[config.mk]
export PLATFORM = sky130hd
export DESIGN_NAME = key_step
export DESIGN_NICKNAME = d
export VERILOG_FILES = /design/src/rtl/key_step.sv
export SDC_FILE = /design/constraint.sdc
export NUM_CORES = 1
export LEC_CHECK = 0
export ABC_AREA = 1
export BUFFER_PORTS_ARGS = -buffer_cell sky130_fd_sc_hd__buf_4
export CAP_MARGIN = 25
export CELL_PAD_IN_SITES_DETAIL_PLACEMENT = 1
export CELL_PAD_IN_SITES_GLOBAL_PLACEMENT = 1
export CORE_MARGIN = 2
export CORE_UTILIZATION = 40
export CTS_BUF_LIST = sky130_fd_sc_hd__clkbuf_16
export CTS_CLUSTER_DIAMETER = 100
export CTS_CLUSTER_SIZE = 30
export DETAILED_ROUTE_END_ITERATION = 16
export HOLD_SLACK_MARGIN = 0.15
export PLACE_DENSITY_LB_ADDON = 0.2
export SYNTH_ARGS = -nofsm -noshare
export SYNTH_HDL_FRONTEND = slang
export SYNTH_SLANG_ARGS = --single-unit
[constraint.sdc]
create_clock -name clk -period 1.76 [get_ports clk]
set_clock_uncertainty 0.2 [all_clocks]
set_input_delay 0.352 -clock clk [delete_from_list [all_inputs] [get_ports clk]]
set_output_delay 0.352 -clock clk [all_outputs]
set_load 0.1 [all_outputs]
[src/rtl/key_step.sv]
// rtl/key_step.sv - push-button conditioner producing one-cycle step pulses with optional auto-repeat
//
// Purpose: synchronizes a raw, bouncy push-button, debounces press and release,
// and emits a single-cycle step pulse per accepted press, plus periodic repeat
// steps while the key stays held (when REPEAT_EN != 0).
//
// Ports:
//   clk       - system clock, all logic on the rising edge
//   rst       - synchronous active-high reset
//   key_raw   - asynchronous raw button level, 1 = pressed
//   step      - registered one-cycle pulse, one LFSR advance per pulse
//   held      - registered debounced key level
//   repeating - registered, high while in auto-repeat

module key_step #(
  parameter int DEBOUNCE_CYCLES = 500000,
  parameter int REPEAT_EN       = 1,
  parameter int REPEAT_DELAY    = 25000000,
  parameter int REPEAT_PERIOD   = 5000000,
  parameter int CNT_W           = 25
) (
  input  logic clk,
  input  logic rst,
  input  logic key_raw,
  output logic step,
  output logic held,
  output logic repeating
);

  localparam logic [CNT_W-1:0] deb_last = CNT_W'(DEBOUNCE_CYCLES - 1);
  localparam logic [CNT_W-1:0] dly_last = CNT_W'(REPEAT_DELAY - 1);
  localparam logic [CNT_W-1:0] per_last = CNT_W'(REPEAT_PERIOD - 1);
  localparam logic [CNT_W-1:0] cnt_max  = {CNT_W{1'b1}};

  typedef enum logic [2:0] {
    st_idle,
    st_press_wait,
    st_held,
    st_repeat,
    st_release_wait
  } state_t;

  state_t           state;
  state_t           state_nx;
  logic [CNT_W-1:0] cnt;
  logic [CNT_W-1:0] cnt_nx;
  logic [CNT_W-1:0] cnt_inc;
  logic             sync1;
  logic             key_s;
  logic             step_nx;
  logic             held_nx;
  logic             rep_nx;

  assign cnt_inc = cnt + CNT_W'(1);

  // held and repeating are pure functions of the next state, registered so
  // they line up with the state they describe.
  assign held_nx = (state_nx == st_held) || (state_nx == st_repeat) ||
                   (state_nx == st_release_wait);
  assign rep_nx  = (state_nx == st_repeat);

  always_ff @(posedge clk) begin
    if (rst) begin
      sync1     <= 1'b0;
      key_s     <= 1'b0;
      state     <= st_idle;
      cnt       <= '0;
      step      <= 1'b0;
      held      <= 1'b0;
      repeating <= 1'b0;
    end else begin
      sync1     <= key_raw;
      key_s     <= sync1;
      state     <= state_nx;
      cnt       <= cnt_nx;
      step      <= step_nx;
      held      <= held_nx;
      repeating <= rep_nx;
    end
  end

  always_comb begin
    state_nx = state;
    cnt_nx   = cnt;
    step_nx  = 1'b0;
    case (state)
      st_idle: begin
        if (key_s) begin
          state_nx = st_press_wait;
          cnt_nx   = '0;
        end
      end
      st_press_wait: begin
        if (!key_s) begin
          state_nx = st_idle;
          cnt_nx   = '0;
        end else if (cnt == deb_last) begin
          state_nx = st_held;
          cnt_nx   = '0;
          step_nx  = 1'b1;
        end else begin
          cnt_nx = cnt_inc;
        end
      end
      st_held: begin
        if (!key_s) begin
          state_nx = st_release_wait;
          cnt_nx   = '0;
        end else if ((REPEAT_EN != 0) && (cnt == dly_last)) begin
          state_nx = st_repeat;
          cnt_nx   = '0;
          step_nx  = 1'b1;
        end else if ((REPEAT_EN != 0) || (cnt != cnt_max)) begin
          // Without repeat the counter has no use here; saturate so a long
          // hold never wraps it.
          cnt_nx = cnt_inc;
        end
      end
      st_repeat: begin
        if (!key_s) begin
          state_nx = st_release_wait;
          cnt_nx   = '0;
        end else if (cnt == per_last) begin
          cnt_nx  = '0;
          step_nx = 1'b1;
        end else begin
          cnt_nx = cnt_inc;
        end
      end
      st_release_wait: begin
        if (key_s) begin
          // Release bounce: restart the release debounce, no new step.
          cnt_nx = '0;
        end else if (cnt == deb_last) begin
          state_nx = st_idle;
          cnt_nx   = '0;
        end else begin
          cnt_nx = cnt_inc;
        end
      end
      default: begin
        state_nx = st_idle;
        cnt_nx   = '0;
      end
    endcase
  end

endmodule

Yosys cells after proc, flatten, opt, wreduce, memory -nomap -nowiden:

Cells that the tools add are included.

* eq/ne operators: 11
* muxes and demuxes: 25
* $add $sub $neg: 1
* reduce and logical (&&, ||, !) cells: 3

Operator list (number)
* $mux 25: 8
* $pmux 25 s5: 1
* $add 25x1->25 const B: 1
* $eq 25x19->1 const B: 1
* $eq 25x23->1 const B: 1
* $eq 25x25->1 const B: 1
* $mux 3: 8
* $pmux 3 s5: 1
* $eq 3x2->1 const B: 4
* $eq 3x3->1 const B: 2
* $mux 1: 6
* $eq 3x1->1 const B: 1
* $logic_not 3->1: 1
* $pmux 1 s3: 1
* $logic_or 1x1->1: 2
* $ne 2x2->1 const B: 1

* register bits: 33
* output and inout port bits: 3
* word-level logic and storage cells: 47
* input port bits: 3

Depth between registers and ports, before layout:

* depth after elaboration: 7
* depth in mapped cells: 13
* gate-level depth less buffers: 12

Least setup slack after synthesis:

No wires, ideal clock.

* kind: register -> register
* from: register cnt[0]
* to: register cnt[11]
* buffers on the path: 1
* arrival: 1.483 ns
* path slack: -0.052 ns
* data required time: 1.431 ns
* stages on the path, launching flop included: 12
* cells stage by stage: dfxtp_1 ha_1 nand2_2 nor2_8 nand3_4 nor2_2 nand3_1 nand2_2 nand3_4 buf_6 nand3b_1 a21oi_1

* longest elaborated chain between the ends: 4
* elaborated cells on any way between the ends: 12

RTL lines
* from (decl): RTL line 45 `logic [CNT_W-1:0] cnt;`
* from (signal assigned): RTL line 75 `cnt <= cnt_nx;`
* $add 25x1->25, or another cell as far along: RTL line 54 `assign cnt_inc = cnt + CNT_W'(1);`
* $mux 25 (on tied branches) (2 in series)
* $pmux 25 s5 (*): RTL line 86 `case (state)`

Every way passes the cells marked *; elsewhere a longest branch is shown, timed or not.
A chain may end at the register's enable or synchronous reset.

Worst setup path after layout:

* from: register cnt[20]
* to: register cnt[19]

* longest elaborated chain between the ends: 4
* elaborated cells on any way between the ends: 11

RTL lines (RTL line)
* $eq 25x19->1, or another cell as far along: 97, 134
* $mux 25 (on tied branches) (2 in series)
* $pmux 25 s5 (*): 86

Marks and branches as above.

==> impl_results.md <==
* First-pass GRT wire length at 18600 um
* Avg WL per Cell at 25.75 um
* Yosys cell types at 36
* Seq cells post-synth at 33
* ANT cells at 0
* Post-route ant nets at 0
* Detailed placement HPWL at 6222 um
* Clock Latency Late Sink at 0.29 ns
* Total CTS buffers at 5
* # setup viols final at 30
* Post-Syn Area at 2283 um^2
* Main flop type after synthesis: dfxtp_1
* Vias in the first global route at 3323
* Failing checks: negative setup slack
* Final worst slack at -0.4786 ns
* Worst stage delay on the critical path at 0.43 ns
* Share of power burned in registers at 0.426
* Worst Path Buf+Inv at 1
* Area Overhead vs Synth at 59.23%
* Main combinational cell family by area after synthesis: simple AND/OR/NAND/NOR gates
* Adder-cell area share of the yosys netlist at 0.005479
* Largest net degree at the start of global routing at 25
* RD Place Congestion at 0.8624
* Crit path required time at 1.72 ns
* Outcome: complete, but fails checks
* Vias at 3250
* Total GRT Usage at 0.3973
* Final Non-Filler Cells at 527
* Fmax at 446.7 MHz
* Die area at 6329 um^2
* Post-Syn Instances at 359
* Final hold vios at 0
* IO Pins at 6
* CTS H-tree depth at 2
* Root Buffer: clkbuf_16
* Via density per instance at 6.167
* Critical path data arrival time at 2.20 ns
* Slew margin rel. at 0.6988
* Maximum VDD drop at 372.6 uV
* Die Ht at 79.56 um
* Syn_nets at 363
* Port buffer count at 5
* Final instance area at 3636 um^2
* Routed WL at 13570 um
* Switching power at 0.4576 mW
* # fillers at 678
* Row count at 27
* Post-Synth Simple-Gate Area at 0.4712
* Max Slew Vio Count at 0
* Clock slew at reported path FFs at 0.06 ns
* CP Class: reg -> reg
* Worst Max-Slew Pin Slew at 0.4508 ns
* Max Cap Viol at 0
* Register Area at 670.6 um^2
* CP Max Fanout at 7
* Post-synth ARST share at 0
* Placed insts at 498
* Final Cycle Share at 1.272
* Crit path max-delay family: simple AND/OR/NAND/NOR gates
* Int Pwr at 1.308 mW
* Number of flops mapped to enable cells by yosys at 0
* RSZ-0062 raised after global routing: true
* GRT overflow at 0
* Leak pwr at 1.454 nW
* Min Tclk post-route at 2.239 ns
* Initial antenna violation count at 0
* Post-synthesis mux area share at 0
* Num Clock Sinks at 33
* Sw frac at 0.2592
* DRC violations left at 0
* Nets@finish at 458
* Cell Area, Placed at 2969 um^2
* Worst setup EP type: flop
* PwrDens at 485.5 nW/um^2
* Crit path max-delay cell type: dfxtp_1
* Core area at 5507 um^2
* Clock share of power at 0.505
* Synth Area per Inst at 6.361 um^2
* Comb pwr share at 0.069
* XOR/XNOR share of the synthesized area at 0.01918
* Compound-Gate Fraction of Synth Area at 0.09260
* Share of cells above drive strength 1 at 0.4000
* CTS tree: built
* Initial core utilization at 0.4147
* Width of the die at 79.56 um
* Cells along the critical path: nand2_1 -> nor2_1 -> nand2_1 -> nor2_1 -> nand3_4 -> nand2_4 -> nand3_4 -> buf_12 -> nand4_1 -> a21oi_1
* Critical Path Start Type: flop
* Hold Path Class: reg -> reg
* CTS Buffer Depth at 2
* Seq/Total Area, Yosys at 0.2893
* Syn. warnings at 0
* Drt pass-1 iters at 5
* DRT iter0 DRCs at 398
* Multi-input gate area at 1689 um^2
[routing by layer]
metal  track usage  wire length, um  vias up
met4        0.2517             1062        0
met3       0.08597             1106       91
met2        0.6588             6312      223
li1              -                -     1349
met1        0.4612             5087     1587
met5             0                0        -
[what timing repair did]
action / CTS / global route
resized for setup: 43 / 28
buffers inserted: 12 / 6
pin swaps: 15 / 20
gates cloned: 3 / 1
hold buffers: 1 / 0
endpoints found under the hold margin: 1 / 0
setup endpoints to repair: 29 / 31
[cells by family after synthesis]
| family | after synthesis |
|---|---|
| AO/OA/AOI/OAI | 40 |
| XOR/XNOR | 5 |
| adder cells (fa/ha/maj) | 1 |
| buffers and inverters | 58 |
| flip-flops | 33 |
| AND/OR/NAND/NOR | 222 |
[worst min-delay path: stages, from the launching register on]
cell     delay [ns]
dfxtp_1        0.30
inv_1          0.05
nor2_1         0.03
[through the flow]
stage	setup slack [ns]	hold WS [ns]	setup TNS, ns	total power, mW	utilization
after global routing	-0.5172	0.2381	-13.10	1.792	0.6603
after CTS	-0.2247	0.2090	-4.040	1.721	0.6249
final	-0.4786	0.2211	-11.86	1.765	0.6603
after global placement	-0.2363	0.1959	-4.844	0.8556	0.5392
after detailed placement	-0.2995	0.2011	-6.302	0.8575	0.5392
after floorplan	-0.03472	0.1883	-0.3732	0.8168	-
[sequential cells by signal, indices dropped and copies added, names as in the netlist]
| signal | flops |
|---|---|
| cnt | 25 |
| state | 3 |
| held | 1 |
| key_s | 1 |
| repeating | 1 |
| step | 1 |
| sync1 | 1 |
[power by group through the flow]
stage	registers [mW]	logic [mW]	clock network [mW]
after detailed placement	0.768	0.0897	0
after floorplan	0.768	0.0483	0
after CTS	0.751	0.108	0.861
after global placement	0.768	0.0880	0
final	0.752	0.122	0.892
after global routing	0.752	0.125	0.915
[cell type report]
class / count / area share
multi-input cells: 270 / 0.4646
clock inverters: 3 / 0.003441
flip-flops and latches: 33 / 0.1844
inverters: 43 / 0.04439
repair buffers: 101 / 0.2440
clock buffers: 5 / 0.03441
well taps: 72 / 0.02478
[Yosys cell counts, types with 2 or more instances]
cell      instances  area, um^2
a21oi_1          27       135.1
buf_2             3       15.01
buf_4             3       22.52
buf_6             4       45.04
dfxtp_1          33       660.6
inv_1            40       150.1
inv_2             3       11.26
nand2_1          90       337.8
nand2_2           6       37.54
nand3_1          31       155.2
nand3_2           4       40.04
nand3_4           2       35.03
nand3b_1          5       37.54
nand4_1          14       87.58
nor2_1           46       172.7
nor2_2            5       31.28
nor2_4            3       33.78
nor3_1           11       55.05
o21ai_0           9       45.04
xnor2_1           2       17.52
xor2_1            3       26.28
[layout by cell type, fill, tap and decap left out, types with 10 or more instances in the layout]
master and n:
dfxtp_1 25, nand3_2 10, inv_1 39, nand3_1 19
nor2_4 12, a21oi_1 18, nand2_1 88, buf_4 86
nand4_1 14, nor2_1 40
[final timing paths]
| check | from | endpoint | slack [ns] | cells after the start |
|---|---|---|---|---|
| max | cnt[20]$_SDFFE_PP0P_ | cnt[19]$_SDFFE_PP0P_ | -0.48 | 10 |
| min | sync1$_SDFF_PP0_ | key_s$_SDFF_PP0_ | 0.22 | 2 |
| max reg2reg | cnt[20]$_SDFFE_PP0P_ | cnt[19]$_SDFFE_PP0P_ | -0.48 | 10 |
| min reg2reg | sync1$_SDFF_PP0_ | key_s$_SDFF_PP0_ | 0.22 | 2 |
Power figures use the tool's default switching activity.
